`src/rtl/resource_lock_client_pkg.sv`:
```
// Shared types and helpers for the resource lock client and its pool.
package resource_lock_client_pkg;

  typedef enum logic [1:0] {
    IDLE = 2'd0,
    REQ  = 2'd1,
    HOLD = 2'd2
  } lock_client_state_e;

  localparam int LOCK_ID_WIDTH = 8;

  // Wrap-around ordering: a is older than b when the MSB of (a - b) is set.
  function automatic logic is_seq_smaller(input logic [LOCK_ID_WIDTH-1:0] a,
                                          input logic [LOCK_ID_WIDTH-1:0] b);
    logic [LOCK_ID_WIDTH-1:0] diff;
    diff = a - b;
    return diff[LOCK_ID_WIDTH-1];
  endfunction

endpackage

```
`src/rtl/resource_lock_client_sat_counter.sv`:
```
// Saturating up-counter with synchronous clear; clear wins over increment.
module sat_counter #(
  parameter int WIDTH = 16
) (
  input  logic             clk,
  input  logic             rst_n,
  input  logic             clr,
  input  logic             inc,
  output logic [WIDTH-1:0] q
);

  always_ff @(posedge clk or negedge rst_n) begin
    if (!rst_n) begin
      q <= '0;
    end else if (clr) begin
      q <= '0;
    end else if (inc && (q != {WIDTH{1'b1}})) begin
      q <= q + 1'b1;
    end
  end

endmodule

```
`src/rtl/resource_lock_client.sv`:
```
// Requester-side client of the resource pool: takes one op, requests a resource,
// holds it while the execution unit uses it, and releases it on done/flush/timeout.
module resource_lock_client
  import resource_lock_client_pkg::*;
#(
  parameter int ID_WIDTH       = 8,
  parameter int RES_ID_WIDTH   = 2,
  parameter int MAX_HOLD       = 255,
  parameter int WAIT_CNT_WIDTH = 16
) (
  input  logic                      clk,
  input  logic                      rst_n,
  input  logic                      op_valid,
  output logic                      op_ready,
  input  logic [ID_WIDTH-1:0]       op_issue_id,
  input  logic                      flush,
  output logic                      req,
  output logic [ID_WIDTH-1:0]       req_issue_id,
  output logic                      release_lock,
  input  logic                      grant,
  input  logic [RES_ID_WIDTH-1:0]   alloc_id,
  output logic                      use_valid,
  output logic [RES_ID_WIDTH-1:0]   use_res_id,
  output logic [ID_WIDTH-1:0]       use_issue_id,
  input  logic                      use_done,
  output logic [WAIT_CNT_WIDTH-1:0] last_wait,
  output logic                      err_timeout,
  output logic                      err_lost,
  output lock_client_state_e        dbg_state
);

  localparam int HOLD_W    = (MAX_HOLD < 2) ? 1 : $clog2(MAX_HOLD);
  localparam int HOLD_LAST = (MAX_HOLD == 0) ? 0 : MAX_HOLD - 1;

  lock_client_state_e        state;
  logic [ID_WIDTH-1:0]       id_q;
  logic [RES_ID_WIDTH-1:0]   res_q;
  logic [HOLD_W-1:0]         hold_cnt;
  logic [WAIT_CNT_WIDTH-1:0] wait_cnt;
  logic                      timeout;
  logic                      rel_cond;

  // Op handshake: an op transfers on a cycle where op_valid && op_ready;
  // op_ready is high only in IDLE, so at most one op is in flight.
  assign op_ready     = (state == IDLE);
  assign req          = ((state == REQ) && !flush) || (state == HOLD);
  assign req_issue_id = id_q;
  assign use_valid    = (state == HOLD);
  assign use_res_id   = res_q;
  assign use_issue_id = id_q;
  assign dbg_state    = state;

  assign timeout      = (MAX_HOLD != 0) && (hold_cnt == HOLD_W'(HOLD_LAST));
  assign rel_cond     = flush || use_done || timeout;
  // A dropped grant means the pool no longer records us as owner, so no release.
  assign release_lock = (state == HOLD) && grant && rel_cond;

  sat_counter #(.WIDTH(WAIT_CNT_WIDTH)) u_wait_cnt (
    .clk   (clk),
    .rst_n (rst_n),
    .clr   ((state == IDLE) && op_valid),
    .inc   ((state == REQ) && !flush && !grant),
    .q     (wait_cnt)
  );

  always_ff @(posedge clk or negedge rst_n) begin
    if (!rst_n) begin
      state       <= IDLE;
      id_q        <= '0;
      res_q       <= '0;
      hold_cnt    <= '0;
      last_wait   <= '0;
      err_timeout <= 1'b0;
      err_lost    <= 1'b0;
    end else begin
      err_timeout <= 1'b0;
      err_lost    <= 1'b0;
      case (state)
        IDLE: begin
          if (op_valid) begin
            id_q  <= op_issue_id;
            state <= REQ;
          end
        end
        REQ: begin
          if (flush) begin
            state <= IDLE;
          end else if (grant) begin
            res_q     <= alloc_id;
            last_wait <= wait_cnt;
            hold_cnt  <= '0;
            state     <= HOLD;
          end
        end
        HOLD: begin
          if (!grant) begin
            err_lost <= 1'b1;
            state    <= IDLE;
          end else if (rel_cond) begin
            err_timeout <= timeout && !flush && !use_done;
            state       <= IDLE;
          end else begin
            hold_cnt <= hold_cnt + 1'b1;
          end
        end
        default: state <= IDLE;
      endcase
    end
  end

endmodule

```
`config.mk`:
```
export PLATFORM = sky130hd
export DESIGN_NAME = resource_lock_client
export DESIGN_NICKNAME = d
export VERILOG_FILES = /design/src/rtl/resource_lock_client_pkg.sv /design/src/rtl/resource_lock_client_sat_counter.sv /design/src/rtl/resource_lock_client.sv
export SDC_FILE = /design/constraint.sdc
export NUM_CORES = 1
export LEC_CHECK = 0
export CAP_MARGIN = 20
export CORE_MARGIN = 2
export CORE_UTILIZATION = 45
export CTS_CLUSTER_DIAMETER = 80
export DETAILED_ROUTE_END_ITERATION = 7
export PLACE_DENSITY = 0.75
export SLEW_MARGIN = 15
export SYNTH_ARGS = -nofsm -noshare
export SYNTH_HDL_FRONTEND = slang
export SYNTH_SLANG_ARGS = --single-unit
```
`constraint.sdc`:
```
create_clock -name clk -period 1.8 [get_ports clk]
set_input_delay 0.45 -clock clk [delete_from_list [all_inputs] [get_ports clk]]
set_output_delay 0.45 -clock clk [all_outputs]
set_load 0.005 [all_outputs]
```
==> metrics.md <==
| Metric | Value |
|---|---|
| Status | `finished with violations` |
| Violated checks | `negative setup slack` |
| Largest net degree at the start of global routing | `55` |
| Final setup fails | `5` |
| Largest family of logic cells by synthesized area | `simple AND/OR/NAND/NOR gates` |
| Area Growth Syn to Fin | `42.09%` |
| Post-synthesis adder-cell area fraction | `1.446%` |
| Core ar. | `0.005540 mm²` |
| Switch Pwr | `665.4 µW` |
| All-layer global routing usage | `19.54%` |
| Gr ovfl total | `0` |
| CP Launch Point | `hold_cnt[0]` |
| Worst Setup EP | `release_lock` |
| Top post-synthesis cells by area | `dfrtp_1 (52%), mux2_2 (7.8%), nand2_1 (7.1%)` |
| R2r worst-path depth | `6` |
| Commonest cells in the netlist | `dfrtp_1 (54), nand2_1 (49), mux2_2 (18), a21oi_1 (9), nand3_1 (9)` |
| Seq/Total Area, Yosys | `52.07%` |
| CP Class | `flop to output pin` |
| Routability congestion estimate from global placement | `0.8250` |
| Peak supply drop | `0.0003438 V` |
| Final worst-path cycle share | `105.2%` |
| Primary FF master, synth | `dfrtp_1` |
| Final Slew Violations | `0` |
| Setup crit start kind | `flop` |
| PortBufs | `57` |
| Multi-input combinational cell area | `0.001245 mm²` |
| Clock share of power | `26.8%` |
| Seq pwr share | `51.5%` |
| Ports | `58` |
| FF+latch count, synth | `54` |
| Reg-to-Reg End | `u_wait_cnt.q[5]` |
| Final wirelength | `5.992 mm` |
| Crit path arrival time | `1.44 ns` |
| Area of placed instances | `0.003372 mm²` |
| Slowest stage cell, crit path | `dfrtp_1` |
| Multiplexer share of the synthesized area | `10.90%` |
| Syn avg cell area | `10.42 µm²` |
| RR Startpoint | `dbg_state[1]` |
| Worst Max-Slew Pin Slew | `0.2974 ns` |
| Layout cells sized above 1 | `29.43%` |
| Via count | `2165` |
| Synth Area in Compound Gates | `7.811%` |
| Antenna Violating Nets Remaining | `0` |
| RSZ-0062 raised after global routing | `true` |
| EDFF count, synth | `0` |
| Peak Freq | `0.5283 GHz` |
| Req. time, crit path | `1.35 ns` |
| Vias in the first global route | `2181` |
| Internal power | `1948 µW` |
| Post-Syn Area | `0.002595 mm²` |
| Clk_skew | `0.008918 ns` |
| Max-cap violations | `0` |
| Layout filler cell count | `447` |
| Site row count | `27` |
| Power Density | `708.6 mW/mm²` |
| HPWL after DPL | `3.928 mm` |
| Die Y-Extent | `79.94 µm` |
| Post-synth top area share | `52.07%` |
| First-pass GRT wire length | `9.936 mm` |
| Synthesis Warnings | `0` |
| Initial antenna violation count | `0` |
| CTS Buf Count | `5` |
| Min-Delay Path Class | `input pin to asynchronous set/reset pin` |
| Max stage delay on crit path | `0.39 ns` |
| Die X | `79.94 µm` |
| Simple-Gate Fraction of Synth Area | `22.08%` |
| Reg area | `0.001353 mm²` |
| Syn nets | `268` |
| Post-route setup slack | `-0.09279 ns` |
| Xor and xnor fraction of the mapped netlist area | `0.3375%` |
| Gate Count Post-Synth | `249` |
| Ant. Diodes | `0` |
| Comb pwr share | `21.7%` |
| Worst-path clk slew | `0.09 ns` |
| Initial Util | `46.84%` |
| Nets | `351` |
| Distinct cell type count of the synthesized netlist | `41` |
| Final hold violation count | `0` |
| Crit path time final | `1.893 ns` |
| Final Instance Area | `0.003687 mm²` |
| Critical path fanouts, max | `2` |
| Largest area contributor in the netlist | `dfrtp_1` |
| H-Tree Level Count | `2` |
| Root buf cell | `clkbuf_8` |
| CP Cell Sequence | `inv_1, ha_2, nand4_1, o21ai_1, and2_1, buf_2` |
| Routed vias/inst | `5.346` |
| Synth async-reset ratio | `100.0%` |
| Total power | `2613 µW` |
| Switching portion of total power | `25.47%` |
| Post-DR wirelength/cell | `14.80 µm` |
| Die area | `0.006390 mm²` |
| CTS tree | `yes` |
| Relative slew slack | `80.00%` |
| TritonRoute pass-1 iters | `6` |
| Initial DRC count | `107` |
| DRC viols | `0` |
| # clock sinks | `54` |
| Most common cell in the netlist | `dfrtp_1` |
| Maximum buffer depth of the clock tree | `2` |
| Clock Latency Late Sink | `0.31 ns` |
| Hold-fix buffers, CTS | `0` |
| P_leak | `0.001666 µW` |
| CP Capture Type | `output pin` |
| R2R setup slack | `-0.06 ns` |
-- final cells by class --
type	instances	area share, %
clock buffer	6	2.240
timing repair buffer	96	24.13
sequential	54	36.68
clock inverter	2	0.3393
tap	72	2.443
multi-input combinational	171	33.76
inverter	4	0.4072
-- cell usage in the layout, fill, tap and decap left out, types with 4 or more instances in the layout --
cell type,synthesis,routed
dfrtp_1,54,53
nand2_1,49,49
clkdlybuf4s50_1,0,49
buf_4,8,32
mux2_2,18,18
nand3_1,9,9
mux2i_1,8,8
nand2b_1,8,7
buf_6,2,7
o21ai_0,8,6
a21oi_2,0,6
clkbuf_8,0,6
nand4_1,5,5
o31ai_1,6,5
or4_4,0,5
nor3_1,5,4
nor4_4,0,4
-- how the worst min path moves through the flow --
stage               start      endpoint  slack, ns  cells past startpoint
floorplan           rst_n  dbg_state[0]       0.15                      0
global placement    rst_n   hold_cnt[6]       0.47                      2
detailed placement  rst_n   hold_cnt[6]       0.47                      2
CTS                 rst_n      err_lost       0.13                      2
global route        rst_n  dbg_state[0]       0.14                      2
finish              rst_n   err_timeout       0.11                      2
-- sequential cells by signal, indices dropped and copies added, names as in the netlist --
register and count:
err_timeout 1, u_wait_cnt.q 16, dbg_state 2, req_issue_id 8
hold_cnt 8, err_lost 1, use_res_id 2, last_wait 16
-- worst max-delay path, delay by kind of cell, from the launching register on --
kind,cells,cell delay (ns)
flops,1,0.39
simple gates,2,0.27
buf+inv,2,0.17
fa+ha+maj,1,0.16
compound gates,1,0.16
-- what timing repair did --
item | CTS | global route
setup buffers | 5 | 2
gates cloned | 1 | 0
pin swaps | 11 | 9
resized for setup | 23 | 33
endpoints found under the hold margin | 0 | 0
setup endpoints to repair | 13 | 21
-- power groups by stage --
stage	combinational (µW)	sequential, µW	clock, µW
detailed placement	538	1370	0
global placement	527	1360	0
global route	616	1360	776
CTS	552	1350	728
finish	567	1340	701
floorplan	208	1370	0
-- per-layer routing --
layer / up-vias / GRT usage, % / part of all wire (%)
met2: 55 / 32.83 / 48
met3: 9 / 4.299 / 4.9
met4: 0 / 6.271 / 1.1
li1: 1039 / - / -
met1: 1062 / 25.06 / 46
met5: - / 0 / 0
-- per-stage QoR --
| stage | instances | TNS (ns) | setup slack [ns] | hold WS, ns | utilization, % |
|---|---|---|---|---|---|
| after CTS | 403 | -0.2655 | -0.1201 | 0.1328 | 64.18 |
| after global routing | 405 | -0.5395 | -0.1756 | 0.1408 | 66.55 |
| final | 405 | -0.2586 | -0.09279 | 0.1065 | 66.55 |
| after floorplan | 249 | 0 | 0.08572 | 0.1544 | - |
| after detailed placement | 389 | -7.933 | -0.4620 | 0.4721 | 60.86 |
| after global placement | 389 | -6.521 | -0.4002 | 0.4696 | 60.86 |
-- logic make-up (layout without fill, tap and decap cells) --
logic type,count (synthesis),after routing
xor+xnor,1,1
compound gates,32,32
buf+inv,24,108
fa+ha+maj,3,3
flops,54,54
mux,26,26
simple gates,109,109
(Power assumes the default switching activity.)
